$ cat src/rtl/fc_seq_ctrl.sv
// -----------------------------------------------------------------------------
// fc_seq_ctrl
// Sequencer for one fully connected layer. N_OUT output neurons share a
// single neuron datapath. The block launches that datapath once per output
// slot, collects each result in a shadow buffer, and publishes all results
// on `out` together at the end of the run. A per-neuron watchdog aborts the
// run if the neuron does not answer within TMO WAIT cycles.
//
// Ports
//   clk         rising-edge clock
//   reset       synchronous, active-low reset
//   start_flag  one-cycle request for a layer evaluation; honoured only in IDLE
//   in          layer input vector, captured when a start is accepted
//   neu_in      registered copy of `in`, held for the whole run
//   neu_sel     index of the scheduled neuron (weight/bias select)
//   neu_start   one-cycle launch pulse to the shared neuron
//   neu_end     neuron done pulse; neu_out is valid in the same cycle
//   neu_out     result of the neuron at neu_sel
//   out         packed results, slot 0 in the most significant field
//   end_flag    one-cycle pulse when a run finishes (normally or on abort)
//   busy        high whenever the sequencer is not idle
//   err         sticky timeout flag, cleared by the next accepted start
// -----------------------------------------------------------------------------
module fc_seq_ctrl #(
  parameter int N_OUT = 16,
  parameter int OUT_W = 9,
  parameter int TMO   = 255
) (
  input  logic                      clk,
  input  logic                      reset,
  input  logic                      start_flag,
  input  logic [127:0]              in,
  output logic [127:0]              neu_in,
  output logic [$clog2(N_OUT)-1:0]  neu_sel,
  output logic                      neu_start,
  input  logic                      neu_end,
  input  logic [OUT_W-1:0]          neu_out,
  output logic [N_OUT*OUT_W-1:0]    out,
  output logic                      end_flag,
  output logic                      busy,
  output logic                      err
);

  localparam int SEL_W = $clog2(N_OUT);
  localparam int WD_W  = $clog2(TMO + 1);

  localparam logic [SEL_W-1:0] SEL_LAST = SEL_W'(N_OUT - 1);
  // The watchdog counts from 0 in the first WAIT cycle, so the TMO-th
  // consecutive WAIT cycle without neu_end sees a count of TMO-1.
  localparam logic [WD_W-1:0]  WD_LAST  = WD_W'(TMO - 1);

  typedef enum logic [1:0] {
    IDLE,
    LAUNCH,
    WAIT,
    DONE
  } state_t;

  state_t                   state;
  state_t                   state_nxt;
  logic [WD_W-1:0]          wdog;
  logic [OUT_W-1:0]         shadow [N_OUT];
  logic [N_OUT*OUT_W-1:0]   out_fill;

  logic sel_last;
  logic wd_expire;

  assign sel_last  = (neu_sel == SEL_LAST);
  assign wd_expire = (wdog == WD_LAST);

  // Control outputs are pure state decodes, so they carry no extra latency
  // and drop to zero together with the state register on reset.
  assign neu_start = (state == LAUNCH);
  assign end_flag  = (state == DONE);
  assign busy      = (state != IDLE);

  always_ff @(posedge clk) begin
    if (!reset) begin
      state <= IDLE;
    end else begin
      state <= state_nxt;
    end
  end

  always_comb begin
    state_nxt = state;
    case (state)
      IDLE: begin
        if (start_flag) begin
          state_nxt = LAUNCH;
        end
      end
      LAUNCH: begin
        state_nxt = WAIT;
      end
      WAIT: begin
        if (neu_end) begin
          state_nxt = sel_last ? DONE : LAUNCH;
        end else if (wd_expire) begin
          state_nxt = DONE;
        end
      end
      DONE: begin
        state_nxt = IDLE;
      end
      default: begin
        state_nxt = IDLE;
      end
    endcase
  end

  // Full result image as it will look after the current edge: the slot
  // being written right now is taken from neu_out, all others from the
  // shadow buffer. Used only when the last slot completes.
  always_comb begin
    out_fill = '0;
    for (int i = 0; i < N_OUT; i++) begin
      out_fill[(N_OUT-1-i)*OUT_W +: OUT_W] =
        (SEL_W'(i) == neu_sel) ? neu_out : shadow[i];
    end
  end

  always_ff @(posedge clk) begin
    if (!reset) begin
      neu_in  <= '0;
      neu_sel <= '0;
      out     <= '0;
      err     <= 1'b0;
      wdog    <= '0;
      for (int i = 0; i < N_OUT; i++) begin
        shadow[i] <= '0;
      end
    end else begin
      case (state)
        IDLE: begin
          if (start_flag) begin
            neu_in  <= in;
            neu_sel <= '0;
            err     <= 1'b0;
          end
        end
        LAUNCH: begin
          wdog <= '0;
        end
        WAIT: begin
          if (neu_end) begin
            shadow[neu_sel] <= neu_out;
            if (sel_last) begin
              out <= out_fill;
            end else begin
              neu_sel <= neu_sel + SEL_W'(1);
            end
          end else if (wd_expire) begin
            // Abort: out keeps the previous run's results.
            err <= 1'b1;
          end else begin
            wdog <= wdog + WD_W'(1);
          end
        end
        default: begin
        end
      endcase
    end
  end

endmodule

$ cat config.mk
export PLATFORM = sky130hd
export DESIGN_NAME = fc_seq_ctrl
export DESIGN_NICKNAME = d
export VERILOG_FILES = /design/src/rtl/fc_seq_ctrl.sv
export SDC_FILE = /design/constraint.sdc
export NUM_CORES = 1
export LEC_CHECK = 0
export ABC_AREA = 1
export ABC_CLOCK_PERIOD_IN_PS = 1700
export BUFFER_PORTS_ARGS = -buffer_cell sky130_fd_sc_hd__buf_2
export CORE_UTILIZATION = 47
export DETAILED_ROUTE_END_ITERATION = 10
export PLACE_DENSITY_LB_ADDON = 0.05
export SETUP_SLACK_MARGIN = 0.4
export SKIP_LAST_GASP = 1
export SLEW_MARGIN = 20
export SYNTH_ARGS = -nofsm -noshare
export SYNTH_HDL_FRONTEND = slang
export SYNTH_SLANG_ARGS = --single-unit
$ cat constraint.sdc
create_clock -name clk -period 1.7 [get_ports clk]
set_input_delay 0.255 -clock clk [delete_from_list [all_inputs] [get_ports clk]]
set_output_delay 0.255 -clock clk [all_outputs]
set_load 0.02 [all_outputs]
---- Word level (Yosys, flattened, before mapping) ----
Memory sizes are Yosys's and may differ from the RTL's. A register that Yosys moved wholly into a read port is not among the register bits.
Cells that the tools add are included.
storage, ports and cells
  memories ................................ 1
  output and inout port bits .............. 280
  input port bits ......................... 141
  memory bits (writable) .................. 144
  logic and storage cells ................. 71
  flip-flop bits (word level) ............. 143
cells by class
  reduce and logical (&&, ||, !) cells .... 27
  add/sub/neg operators ................... 2
  equal/unequal tests ..................... 12
  muxes and demuxes ....................... 24
memory list
  name    depth  bits a word  rd ports  clocked after memory_dff  wr ports  RTL line  source
  shadow  16     9            16        16                        16        62        logic [OUT_W-1:0] shadow [N_OUT];
operator list
  kind                   count
  $logic_not A1 Y1       16
  $mux W4                4
  $mux W8                2
  $pmux W8 S2            1
  $ne A2 B2 Y1 const B   6
  $mux W1                9
  $mux W9                1
  $reduce_or A9 Y1       1
  $add A8 B1 Y8 const B  1
  $eq A8 B8 Y1 const B   1
  $mux W2                4
  $pmux W2 S4            1
  $pmux W4 S2            1
  $reduce_and A4 Y1      2
  $reduce_and A3 Y1      2
  $reduce_bool A2 Y1     3
  $add A4 B1 Y4 const B  1
  $eq A2 B2 Y1 const B   2
  $eq A4 B4 Y1 const B   1
  $reduce_and A2 Y1      2
  $ne A3 B3 Y1 const B   1
  $eq A2 B1 Y1 const B   1
  $logic_not A2 Y1       1
  $pmux W1 S2            1

---- Longest topological paths before layout ----
  depth after elaboration ................. 6
  mapped depth ............................ 10
  gate-level depth less buffers ........... 10

---- Worst setup path before layout ----
Ideal clock, no wire load.
  kind .................................... reg2reg
  start ................................... reg neu_sel[1]
  end ..................................... reg out[100] (read register of shadow)
  clock period less this slack ............ 1.701 ns
  required time ........................... 1.587 ns
  stages on the path, launching flop included .. 11
  path buffers ............................ 4
  arrival time ............................ 1.588 ns
  setup time .............................. 0.113 ns
  slack ................................... -0.001 ns
  path through ............................ dfxtp_1 ha_1 buf_6 inv_1 nor2_1 nand2_1 buf_2 buf_6 buf_2 nand3_1 nand2_1
on the way
  longest elaborated chain between the ends .. 2
ends and longest elaborated chain
  what                                RTL line  source
  start: declaration                  34        output logic [$clog2(N_OUT)-1:0] neu_sel,
  start signal: assignment            151       neu_sel <= neu_sel + SEL_W'(1);
  $eq A4 B4 Y1                        68        assign sel_last = (neu_sel == SEL_LAST);
  $reduce_and A3 Y1 (no source line)  n/a
  end: declaration                    38        output logic [N_OUT*OUT_W-1:0] out,
Every way passes these cells.
A chain may end at the register's enable or synchronous reset.

---- Worst setup path after layout ----
  start ................................... reg state[0]
  end ..................................... reg neu_in[62]
on the way
  longest elaborated chain between the ends .. 2
ends and longest elaborated chain
  what                                RTL line  source
  start: declaration                  59        state_t state;
  start signal: assignment            81        state <= state_nxt;
  $logic_not A2 Y1                    134       case (state)
  $reduce_and A2 Y1 (no source line)  n/a
  end signal: assignment              137       neu_in <= in;
  end: declaration                    33        output logic [127:0] neu_in,
Every way passes these cells.

==> out/qor.yml <==
synth_area_um2: 15000
worstMarginPinSlew_ns: 1.15
slew_violations: 0
die_area_um2: 32700
rd_place_congestion: 0.799
dpl.hpwl_um: 28100
min_path_type: "in2reg"
power.switching_fraction_pct: 27.0
first_global_vias: 13700
initialDrtViolationCount: 1404
netlist_instances: 1647
finalNetCount: 2481
placement_rows: 65
post_drt_wl_per_cell_um: 24.0
slew-limit-headroom_pct: 22.9
grt_pass1_wl_um: 75300
ctsHtreeMaxLevel: 2
final-hold-violation-count: 0
die_w_um: 181
clock_tree.root_cell: "clkbuf_16"
violations: "negative setup slack"
yosys.area.top_type_share_pct: 38.2
drt-pass1-iter-count: 6
die_h_um: 181
async_reset_ff_share_pct: 0
cp.buffers_inverters: 3
num-fill-cells: 1490
power.leakage_nw: 12.5
largest_net_degree_at_the_start_of_global_routing: 66
initial_core_util_pct: 47.7
seq_power_share_pct: 45.3
vias: 15900
detailed_place.area_um2: 18000
setup_tns_ns: -0.0661
dp_worst_setup_slack_ns: 0.105
cp_data_arrival_time_ns: 2.17
internal-power_w: 0.0181
rsz0062_at_grt: "yes"
share_comb_of_total_power_pct: 15.5
cts_tree: "done"
initial_antenna_violation_count: 5
global_route.usage.total_pct: 29.2
post-place-cells: 2410
postLayoutSetupSlackWorst_ns: -0.0661
setup_viol: 1
final_layout_size_suffix_gt1_share_pct: 57.8
timing.critical_path.slowest_stage_cell: "dfxtp_4"
clockPowerShare_pct: 39.2
clk_latency_ns: 0.55
max-vdd-ir-drop_v: 0.000849
drcViolationCount: 0
most_used_cells_in_the_layout_excluding_fill_and_tap_cells: "nor2_1 (274), dfxtp_2 (209), buf_4 (207), buf_6 (158), buf_2 (145)"
cts_sinks: 422
avgSynthCellArea_um2: 9.14
worstSetupStartpointType: "flop"
worstPathCellList: "nor2_4 -> buf_4 -> buf_6 -> nand2_8 -> buf_12 -> o21ai_0 -> nor2_1"
switching_power_w: 0.00671
final.period_utilization_pct: 104
area_growth_syn_to_layout_pct: 78.9
clk_pin_slew_worst_paths_ns: 0.06
synth_enable_flop_cells: 135
final_cell_area_um2: 26900
critPathKind: "reg2reg"
synth-seq-cells: 422
post_synth_main_area_contributors: "dfxtp_1 (38%), edfxtp_1 (27%), nor2_1 (10%)"
layout_commonest_cell: "nor2_1"
portion_of_the_post_synthesis_area_used_by_sequential_elements_pct: 65.1
max_freq_mhz: 566
cts_max_path_buffers: 3
powerDensity_nw_per_um2: 922
core_region_area_um2: 31600
cap_violations: 0
timing.hold.ws_ns: 0.00285
final_antenna_net_count: 0
finalWorstPathRequiredPeriod_ns: 1.77
synth.lib_cells_used.distinct: 25
status: "finished with violations"
yosys_most_used_dff: "dfxtp_1"
synth_top_cell_by_area: "dfxtp_1"
tritoncts.num_buffers: 44
number_of_buffers_added_on_ports: 420
endpoint_kind: "flop"
routed_wl_um: 66700
final.setup_skew_ns: 0.0207
yosysWarnings: 0
crit_fanout: 8
critical_path.max_stage_delay_ns: 0.36
globalRoute.totalOverflow: 0
syn_nets: 1794
final_cell_count_no_fill: 2775
floorplan.io_pins: 421
timing.critical_path.max_delay_family: "simple AND/OR/NAND/NOR gates"
worst_ep_required_time_ns: 2.10
avg_vias_per_cell: 5.73
## synth_stat cells, types with 4 or more instances
| master | number |
|---|---|
| nand3_1 | 161 |
| nand2_2 | 13 |
| clkbuf_1 | 41 |
| o21ai_0 | 140 |
| edfxtp_1 | 135 |
| nand2_1 | 325 |
| clkinv_1 | 9 |
| inv_1 | 28 |
| buf_4 | 9 |
| nand3_2 | 4 |
| nor2_1 | 413 |
| a21oi_1 | 12 |
| ha_1 | 6 |
| buf_2 | 38 |
| dfxtp_1 | 287 |
| buf_1 | 11 |
## registers in the layout (all words and copies together) (netlist names)
name / flops
err: 1
neu_sel: 4
shadow: 135
state: 2
wdog: 8
neu_in: 128
out: 144
## per-stage QoR
| stage | total power [W] | utilization (%) |
|---|---|---|
| final | 0.0248 | 85.3 |
| after global routing | 0.0254 | 85.3 |
| after CTS | 0.0233 | 72.5 |
| after detailed placement | 0.0133 | 57.0 |
| after global placement | 0.0132 | 57.0 |
| after floorplan | 0.0124 | - |
## worst min-delay path, cell delays in order
cell and delay, ns:
buf_2 0.10, clkinv_1 0.09, o21ai_2 0.06
## power groups by stage
| stage | registers (W) | clock network (W) | logic [W] |
|---|---|---|---|
| after floorplan | 0.0116 | 0 | 0.000825 |
| after global placement | 0.0112 | 0 | 0.00202 |
| after detailed placement | 0.0112 | 0 | 0.00204 |
| after CTS | 0.0110 | 0.00960 | 0.00261 |
| after global routing | 0.0113 | 0.0102 | 0.00393 |
| final | 0.0113 | 0.00973 | 0.00384 |
## cell families (layout without fill, tap and decap cells)
kind of cell               after synthesis  count (layout)  synth area share, %
and+or+nand+nor                        920             934                 24.8
DFF                                    422             422                 65.1
AOI/OAI and AO/OA                      154             154                 5.15
buffers and inverters                  143             851                 4.27
adders and majority gates                6               6                0.499
xor gates and xnor gates                 2               2                0.116
other                                    0               4                    0
## final timing paths
kind / startpoint / to / slack [ns] / cells past startpoint
hold / removal: neu_out[7] / out[7]$_SDFFE_PN0P_ / 0.003 / 3
setup / recovery: state[0]$_SDFFE_PN0P_ / neu_in[62]$_SDFFE_PN0P_ / -0.07 / 7
setup reg to reg: state[0]$_SDFFE_PN0P_ / neu_in[62]$_SDFFE_PN0P_ / -0.07 / 7
hold reg to reg: shadow[11][4]$_SDFFCE_PN0P_ / out[40]$_SDFFE_PN0P_ / 0.44 / 2
## routing by layer
layer | routed length [µm] | global-route usage [%]
met1 | 22300 | 34.7
met2 | 32800 | 52.2
met3 | 6050 | 5.22
met4 | 5450 | 11.8
met5 | 13 | 0
## final cells by class
type | count | area (µm²) | share of cell area, %
sequential | 422 | 10100 | 37.6
timing repair buffer | 727 | 7330 | 27.2
multi-input combinational | 1096 | 7270 | 27.0
clock buffer | 67 | 1310 | 4.87
tap | 402 | 503 | 1.87
inverter | 40 | 203 | 0.753
clock inverter | 14 | 128 | 0.474
timing repair inverter | 3 | 41.3 | 0.153
antenna | 4 | 10.0 | 0.0372
## repair_timing
action	CTS	global route
gates cloned	29	52
gates resized for setup	466	965
setup endpoints to repair	753	749
hold endpoints to repair	127	0
buffers inserted	35	37
hold buffers	127	0
pin swaps	16	113
No activity file was read; power rests on OpenSTA's default activity.
